`src/rtl/add_sub_arbiter_if.sv`:
```
// Bundle of the two request channels, the shared adder-subtractor link,
// the result channel and the completed-operation count.
interface add_sub_arbiter_if #(
    parameter int WIDTH = 4,
    parameter int CNT_W = 8
);
    logic             req0_valid;
    logic [WIDTH-1:0] req0_a;
    logic [WIDTH-1:0] req0_b;
    logic             req0_sel;
    logic             req0_ready;

    logic             req1_valid;
    logic [WIDTH-1:0] req1_a;
    logic [WIDTH-1:0] req1_b;
    logic             req1_sel;
    logic             req1_ready;

    logic [WIDTH-1:0] au_a;
    logic [WIDTH-1:0] au_b;
    logic             au_select;
    logic [WIDTH-1:0] au_sum;
    logic             au_cout;

    logic             res_valid;
    logic             res_ready;
    logic             res_id;
    logic [WIDTH-1:0] res_sum;
    logic             res_cout;
    logic             res_ovf;
    logic [CNT_W-1:0] op_count;

    // Arbiter side
    modport slave (
        input  req0_valid, req0_a, req0_b, req0_sel,
        input  req1_valid, req1_a, req1_b, req1_sel,
        input  au_sum, au_cout, res_ready,
        output req0_ready, req1_ready,
        output au_a, au_b, au_select,
        output res_valid, res_id, res_sum, res_cout, res_ovf, op_count
    );

    // Requesters, shared unit and result consumer side
    modport master (
        output req0_valid, req0_a, req0_b, req0_sel,
        output req1_valid, req1_a, req1_b, req1_sel,
        output au_sum, au_cout, res_ready,
        input  req0_ready, req1_ready,
        input  au_a, au_b, au_select,
        input  res_valid, res_id, res_sum, res_cout, res_ovf, op_count
    );
endinterface

```
`src/rtl/add_sub_arbiter.sv`:
```
// Round-robin arbiter/sequencer time-sharing one combinational
// adder-subtractor between two requesters, with a held result channel.
module add_sub_arbiter #(
    parameter int WIDTH = 4,
    parameter int CNT_W = 8
) (
    input logic             clk,
    input logic             rst,
    add_sub_arbiter_if.slave bus
);
    localparam int MSB = WIDTH - 1;

    typedef enum logic [1:0] {IDLE, EXEC, HOLD} state_t;

    state_t           state;
    logic             last_grant;
    logic             id_q;
    logic [WIDTH-1:0] op_a;
    logic [WIDTH-1:0] op_b;
    logic             op_sel;

    logic             accept_win;
    logic             gnt_id;
    logic             accept;
    logic             ovf_calc;

    assign bus.au_a      = op_a;
    assign bus.au_b      = op_b;
    assign bus.au_select = op_sel;

    // Grant selection and combinational ready; ready is held low during reset
    always_comb begin
        accept_win = (state == IDLE) || ((state == HOLD) && bus.res_ready);
        if (bus.req0_valid && bus.req1_valid)
            gnt_id = ~last_grant;
        else
            gnt_id = ~bus.req0_valid;
        bus.req0_ready = ~rst & accept_win & bus.req0_valid & ~gnt_id;
        bus.req1_ready = ~rst & accept_win & bus.req1_valid &  gnt_id;
        accept         = bus.req0_ready | bus.req1_ready;
    end

    // Signed overflow of the operation currently on the shared unit
    always_comb begin
        if (op_sel)
            ovf_calc = (op_a[MSB] != op_b[MSB]) && (bus.au_sum[MSB] != op_a[MSB]);
        else
            ovf_calc = (op_a[MSB] == op_b[MSB]) && (bus.au_sum[MSB] != op_a[MSB]);
    end

    // Sequencer: accept -> one execute cycle -> hold until consumed
    always_ff @(posedge clk or posedge rst) begin
        if (rst) begin
            state        <= IDLE;
            last_grant   <= 1'b1;
            id_q         <= 1'b0;
            op_a         <= '0;
            op_b         <= '0;
            op_sel       <= 1'b0;
            bus.res_valid <= 1'b0;
            bus.res_id    <= 1'b0;
            bus.res_sum   <= '0;
            bus.res_cout  <= 1'b0;
            bus.res_ovf   <= 1'b0;
            bus.op_count  <= '0;
        end else begin
            case (state)
                EXEC: begin
                    bus.res_sum   <= bus.au_sum;
                    bus.res_cout  <= bus.au_cout;
                    bus.res_ovf   <= ovf_calc;
                    bus.res_id    <= id_q;
                    bus.res_valid <= 1'b1;
                    state         <= HOLD;
                end
                HOLD: begin
                    if (bus.res_ready) begin
                        bus.op_count  <= bus.op_count + CNT_W'(1);
                        bus.res_valid <= 1'b0;
                        state         <= IDLE;
                    end
                end
                default: ;
            endcase
            // Accept can only fire in IDLE or in a consumed HOLD, so it
            // overrides the IDLE transition taken above.
            if (accept) begin
                op_a       <= gnt_id ? bus.req1_a   : bus.req0_a;
                op_b       <= gnt_id ? bus.req1_b   : bus.req0_b;
                op_sel     <= gnt_id ? bus.req1_sel : bus.req0_sel;
                id_q       <= gnt_id;
                last_grant <= gnt_id;
                state      <= EXEC;
            end
        end
    end
endmodule

```
`src/flat_wrapper.sv`:
```
// flat-port wrapper written by rule: the top's interface ports become plain ports
module add_sub_arbiter_flat 
#(
    parameter int WIDTH = 4,
    parameter int CNT_W = 8
)
  (clk, rst, bus_req0_valid, bus_req0_a, bus_req0_b, bus_req0_sel, bus_req1_valid, bus_req1_a, bus_req1_b, bus_req1_sel, bus_au_sum, bus_au_cout, bus_res_ready, bus_req0_ready, bus_req1_ready, bus_au_a, bus_au_b, bus_au_select, bus_res_valid, bus_res_id, bus_res_sum, bus_res_cout, bus_res_ovf, bus_op_count);
  add_sub_arbiter_if #(.WIDTH(WIDTH), .CNT_W(CNT_W)) bus_i ();
  input logic clk;
  input logic rst;
  input wire logic [$bits(bus_i.req0_valid)-1:0] bus_req0_valid;
  input wire logic [$bits(bus_i.req0_a)-1:0] bus_req0_a;
  input wire logic [$bits(bus_i.req0_b)-1:0] bus_req0_b;
  input wire logic [$bits(bus_i.req0_sel)-1:0] bus_req0_sel;
  input wire logic [$bits(bus_i.req1_valid)-1:0] bus_req1_valid;
  input wire logic [$bits(bus_i.req1_a)-1:0] bus_req1_a;
  input wire logic [$bits(bus_i.req1_b)-1:0] bus_req1_b;
  input wire logic [$bits(bus_i.req1_sel)-1:0] bus_req1_sel;
  input wire logic [$bits(bus_i.au_sum)-1:0] bus_au_sum;
  input wire logic [$bits(bus_i.au_cout)-1:0] bus_au_cout;
  input wire logic [$bits(bus_i.res_ready)-1:0] bus_res_ready;
  output wire logic [$bits(bus_i.req0_ready)-1:0] bus_req0_ready;
  output wire logic [$bits(bus_i.req1_ready)-1:0] bus_req1_ready;
  output wire logic [$bits(bus_i.au_a)-1:0] bus_au_a;
  output wire logic [$bits(bus_i.au_b)-1:0] bus_au_b;
  output wire logic [$bits(bus_i.au_select)-1:0] bus_au_select;
  output wire logic [$bits(bus_i.res_valid)-1:0] bus_res_valid;
  output wire logic [$bits(bus_i.res_id)-1:0] bus_res_id;
  output wire logic [$bits(bus_i.res_sum)-1:0] bus_res_sum;
  output wire logic [$bits(bus_i.res_cout)-1:0] bus_res_cout;
  output wire logic [$bits(bus_i.res_ovf)-1:0] bus_res_ovf;
  output wire logic [$bits(bus_i.op_count)-1:0] bus_op_count;
  assign bus_i.req0_valid = bus_req0_valid;
  assign bus_i.req0_a = bus_req0_a;
  assign bus_i.req0_b = bus_req0_b;
  assign bus_i.req0_sel = bus_req0_sel;
  assign bus_i.req1_valid = bus_req1_valid;
  assign bus_i.req1_a = bus_req1_a;
  assign bus_i.req1_b = bus_req1_b;
  assign bus_i.req1_sel = bus_req1_sel;
  assign bus_i.au_sum = bus_au_sum;
  assign bus_i.au_cout = bus_au_cout;
  assign bus_i.res_ready = bus_res_ready;
  assign bus_req0_ready = bus_i.req0_ready;
  assign bus_req1_ready = bus_i.req1_ready;
  assign bus_au_a = bus_i.au_a;
  assign bus_au_b = bus_i.au_b;
  assign bus_au_select = bus_i.au_select;
  assign bus_res_valid = bus_i.res_valid;
  assign bus_res_id = bus_i.res_id;
  assign bus_res_sum = bus_i.res_sum;
  assign bus_res_cout = bus_i.res_cout;
  assign bus_res_ovf = bus_i.res_ovf;
  assign bus_op_count = bus_i.op_count;
  add_sub_arbiter #(.WIDTH(WIDTH), .CNT_W(CNT_W)) u_core (.clk(clk), .rst(rst), .bus(bus_i));
endmodule
```
`config.mk`:
```
export PLATFORM = sky130hd
export DESIGN_NAME = add_sub_arbiter_flat
export DESIGN_NICKNAME = d
export VERILOG_FILES = /design/src/rtl/add_sub_arbiter_if.sv /design/src/rtl/add_sub_arbiter.sv /design/src/flat_wrapper.sv
export SDC_FILE = /design/constraint.sdc
export NUM_CORES = 1
export LEC_CHECK = 0
export CORE_MARGIN = 4
export CORE_UTILIZATION = 46
export DETAILED_ROUTE_END_ITERATION = 6
export PLACE_DENSITY = 0.83
export RECOVER_POWER = 50
export SETUP_SLACK_MARGIN = 0.05
export SYNTH_ARGS = -nofsm -noshare
export SYNTH_HDL_FRONTEND = slang
export SYNTH_SLANG_ARGS = --single-unit
```
`constraint.sdc`:
```
create_clock -name clk -period 4.1 [get_ports clk]
set_input_delay 1.025 -clock clk [delete_from_list [all_inputs] [get_ports clk]]
set_output_delay 1.025 -clock clk [all_outputs]
set_load 0.02 [all_outputs]
```
* Word level (Yosys, flattened, before mapping) *
Cells that the tools add are included.

storage, ports and cells
  register bits after elaboration = 29
  input port bits = 28
  output and inout port bits = 27
  logic and storage cells = 51

operators by class
  bitwise gates (word level) = 10
  add/sub/neg operators = 1
  mux-type cells = 10
  reductions and logical operators = 11
  equal/unequal tests = 7

operators by type and width
  cell                                                                     count
  8-bit by 1-bit adder with 8-bit output, second input constant            1
  4-bit 2-to-1 mux                                                         2
  2-bit AND reduction                                                      3
  1-bit bitwise AND                                                        5
  1-bit logical AND                                                        4
  1-bit 2-to-1 mux                                                         4
  2-bit 2-to-1 mux                                                         2
  1-bit NOT                                                                4
  2-bit case mux with 2 select lines                                       1
  3-bit by 2-bit inequality test with 1-bit output, second input constant  1
  3-bit nonzero test                                                       1
  2-bit by 1-bit equality test with 1-bit output, second input constant    1
  2-bit equality test, second input constant                               1
  2-bit zero test                                                          1
  1-bit inequality test                                                    2
  2-bit inequality test, second input constant                             1
  1-bit case mux with 2 select lines                                       1
  2-bit nonzero test                                                       1
  1-bit equality test                                                      1
  1-bit logical OR                                                         1
  1-bit OR                                                                 1

* Depth between registers and ports, before layout *
  depth in word-level cells = 9
  mapped depth = 6
  depth with buffers taken out = 5

* Worst setup path after synthesis *
OpenSTA, ideal clock, no wires.

  path kind = in2out
  from = in bus_res_ready
  to = out bus_req0_ready
  cell stages on the path = 3
  data required time = 3.075 ns
  slack = 1.172 ns
  arrival time = 1.903 ns
  cell sequence = a21oi_2 > or2_2 > nor3_1

between the ends
  longest elaborated chain between the ends = 5

RTL lines
  item                            line                   text
  start, declared                 flat_wrapper.sv:21     input wire logic [$bits(bus_i.res_ready)-1:0] bus_res_ready;
  1-bit logical AND               add_sub_arbiter.sv:33  accept_win = (state == IDLE) || ((state == HOLD) && bus.res_ready);
  1-bit logical OR                add_sub_arbiter.sv:33
  1-bit bitwise AND (3 in a row)  add_sub_arbiter.sv:38  bus.req0_ready = ~rst & accept_win & bus.req0_valid & ~gnt_id;
  end, declared                   flat_wrapper.sv:22     output wire logic [$bits(bus_i.req0_ready)-1:0] bus_req0_ready;

Every way passes these cells.

* Worst setup path in the final report *
Same ends and word-level chain as after synthesis.

==> key figures <==
Logic synthesis
  – Syn_nets: 143
  – Largest family of logic cells by synthesized area: compound AO/OA/AOI/OAI gates
  – Yosys reg bits: 29
  – XOR/XNOR share of the synthesized area: 5.14%
  – Multiplexer share of the synthesized area: 6.51%
  – Share of the synthesized area in the top cell type: 51.4%
  – Count leader, synth: dfrtp_1
  – Synth Area in Compound Gates: 16.5%
  – Synth area leader: dfrtp_1
  – Register area share after synthesis: 53.3%
  – Post-synth top cells: 28 x dfrtp_1, 9 x a2bb2oi_1, 9 x o32ai_1, 7 x mux2_2, 7 x xnor2_1
  – Netlist cell types: 36
  – Adder-cell share of the synthesized area: 3.67%
  – Async SR Flop Fraction: 100%
  – Synthesis Warnings: 0
  – Simple-gate portion of the synthesized area: 10.6%
  – Mapped Cells: 111
  – Post-synth EDFFs: 0
  – Syn Area/Cell: 12.3 um^2
  – Cell area after synthesis: 0.00136 mm^2
  – Top_reg_cell synth: dfrtp_1
  – Largest cells by area after synthesis: dfrtp_1 51%, a2bb2oi_1 5.8%, mux2_2 5.8%, o32ai_1 5.8%, xnor2_1 4.5%

STA
  – Fin. Hold Viols: 0
  – Final setup violation count: 0
  – Setup TNS: 0 ns
  – Fmax: 257 MHz
  – Worst Tran Pin Value: 1.27 ns
  – Post-layout min period: 3.89 ns
  – RSZ-0062 raised after global routing: false
  – Final Cycle Share: 94.8%
  – Final worst slack: 0.214 ns
  – Pins over their slew limit: 0
  – Slew HR: 14.5%
  – Layout Skew: 0.00478 ns

Place
  – GP Congestion: 0.835
  – DP HPWL: 2330 um
  – Pre-CTS setup slack: 0.300 ns
  – Input/output buffers: 54

Worst setup path
  – R2r setup slk: 1.80 ns
  – Worst r2r src: u_core.state[0]
  – Data required time at the worst endpoint: 3.07 ns
  – Worst setup path class: input pin to output pin
  – CP Capture Type: output pin
  – Critical Path End: bus_req0_ready
  – Launch point of the worst path: bus_res_ready
  – CP arrival: 2.86 ns
  – Startpoint Class: input pin
  – R2r worst-path depth: 5
  – Reg2reg end: u_core.state[1]
  – CP max FO: 4

Power
  – VDD IR max: 0.000417 V
  – PwrDens: 714 mW/mm^2
  – Static Leak: 0.812 nW
  – Final Total Pwr: 0.00139 W

Clock network
  – CTS buffer count: 5
  – Resized cells post-CTS: 0
  – Hold_buf cts: 0
  – CTS tree: yes
  – Post-CTS Setup Bufs: 0
  – Skew-Pair Late Insertion Delay: 0.31 ns
  – CTS H-tree depth: 2
  – Root Driver: clkbuf_4
  – Clock Sinks: 29
  – Reg clk slew, reported paths: 0.08 ns
  – Max Root-Sink Buffers: 2

Floorplan
  – Row cnt: 19
  – Die area: 0.00390 mm^2
  – Core area: 0.00281 mm^2
  – Die X: 62.5 um
  – DIE HEIGHT: 62.5 um
  – Starting Density: 48.6%
  – IO Pins: 55

Route
  – Vias per cell: 5.56
  – Drt pass-1 iters: 4
  – # DRC: 0
  – Total Wirelength: 3100 um
  – DRT antenna net count: 0
  – Detailed-route via count: 1107
  – DRT iter0 DRCs: 73
  – Average routed wire per standard cell: 15.6 um

Final layout
  – Layout area overhead: 43.0%
  – Share of cells above drive strength 1: 11.9%
  – Nets: 200
  – Antenna Cells: 0

Global routing
  – Largest net degree at the start of global routing: 30
  – GRT Total Usage: 17.2%
  – First-pass GRT wire length: 5420 um
  – Initial antenna violation count: 0
  – Vias in the first global route: 1178
  – GRT overflow: 0

Status
  – Outcome: complete, no violations

Min path
  – Worst Hold Class: flop to flop

Run
  – Number of max-cap violations: 0
-- placed cells by master, fill, tap and decap left out, drive strengths merged, types with 2 or more instances in the layout --
master         synthesis  final
a2bb2oi                9      9
nor3                   2      2
nand3                  2      2
mux2                   7      7
dfrtp                 28     28
and3                   2      2
dlygate4sd3            0     14
nand4                  3      3
nor2b                  2      2
ha                     4      4
xnor2                  7      7
nand2                  3      3
o32ai                  9      9
clkbuf                 4      8
nor2                   6      6
clkdlybuf4s50          0     40
inv                    6      6
a21oi                  2      2
-- worst min-delay path by stage --
| stage | start | end | slack, ns | depth (start not counted) |
|---|---|---|---|---|
| after floorplan | u_core.id_q | u_core.id_q | 0.45 | 1 |
| after detailed placement | u_core.bus.op_count[7] | u_core.bus.op_count[7] | 0.47 | 1 |
| after global placement | u_core.bus.op_count[7] | u_core.bus.op_count[7] | 0.46 | 1 |
| after CTS | u_core.bus.op_count[7] | u_core.bus.op_count[7] | 0.48 | 1 |
| after global routing | u_core.bus.op_count[6] | u_core.bus.op_count[6] | 0.52 | 1 |
| final | u_core.bus.op_count[7] | u_core.bus.op_count[7] | 0.48 | 1 |
-- state kept, by name, summed over array words and instances, names as in the netlist --
| register | flops |
|---|---|
| u_core.bus.res_id | 1 |
| u_core.bus.res_ovf | 1 |
| u_core.bus.au_select | 1 |
| u_core.bus.res_cout | 1 |
| u_core.bus.op_count | 8 |
| u_core.bus.res_sum | 4 |
| u_core.last_grant | 1 |
| u_core.state | 2 |
| u_core.id_q | 1 |
| u_core.bus.au_b | 4 |
| u_core.bus.au_a | 4 |
| u_core.bus.res_valid | 1 |
-- cell families after synthesis --
kind of cell / Yosys count
DFF: 29
AOI/OAI and AO/OA: 27
and+or+nand+nor: 24
buffers and inverters: 11
xor gates and xnor gates: 8
muxes: 8
adders and majority gates: 4
-- through the flow --
stage,std cells,cell area (um^2),utilization (%),hold slack [ns]
floorplan,111,1360,-,0.451
global placement,192,1910,68.2,0.463
global route,199,1950,69.5,0.524
finish,199,1950,69.5,0.475
detailed placement,192,1910,68.2,0.466
CTS,199,1970,70.2,0.481
-- layer usage --
layer / wire length (um) / global-route usage [%]
met5: 0 / 0
met4: 52 / 7.44
met3: 214 / 5.94
met1: 1410 / 21.0
met2: 1430 / 27.4
-- critical path, cell delays in order --
cell	delay, ns
dlygate4sd3_1	0.55
a21oi_1	0.15
or2_2	0.34
nor3_1	0.17
clkdlybuf4s50_1	0.63
-- where the power goes --
part / switching [W] / internal [W]
Sequential: 0.0000930 / 0.000415
Combinational: 0.000350 / 0.000367
Clock: 0.0000867 / 0.0000808
Total: 0.000530 / 0.000863
-- layout make-up --
class	count	area, um^2
fill	214	855
sequential	29	727
multi-input combinational	71	563
timing repair buffer	55	544
clock buffer	7	55.1
tap	31	38.8
inverter	6	22.5
Note: power is estimated with default switching activity, not from simulation.
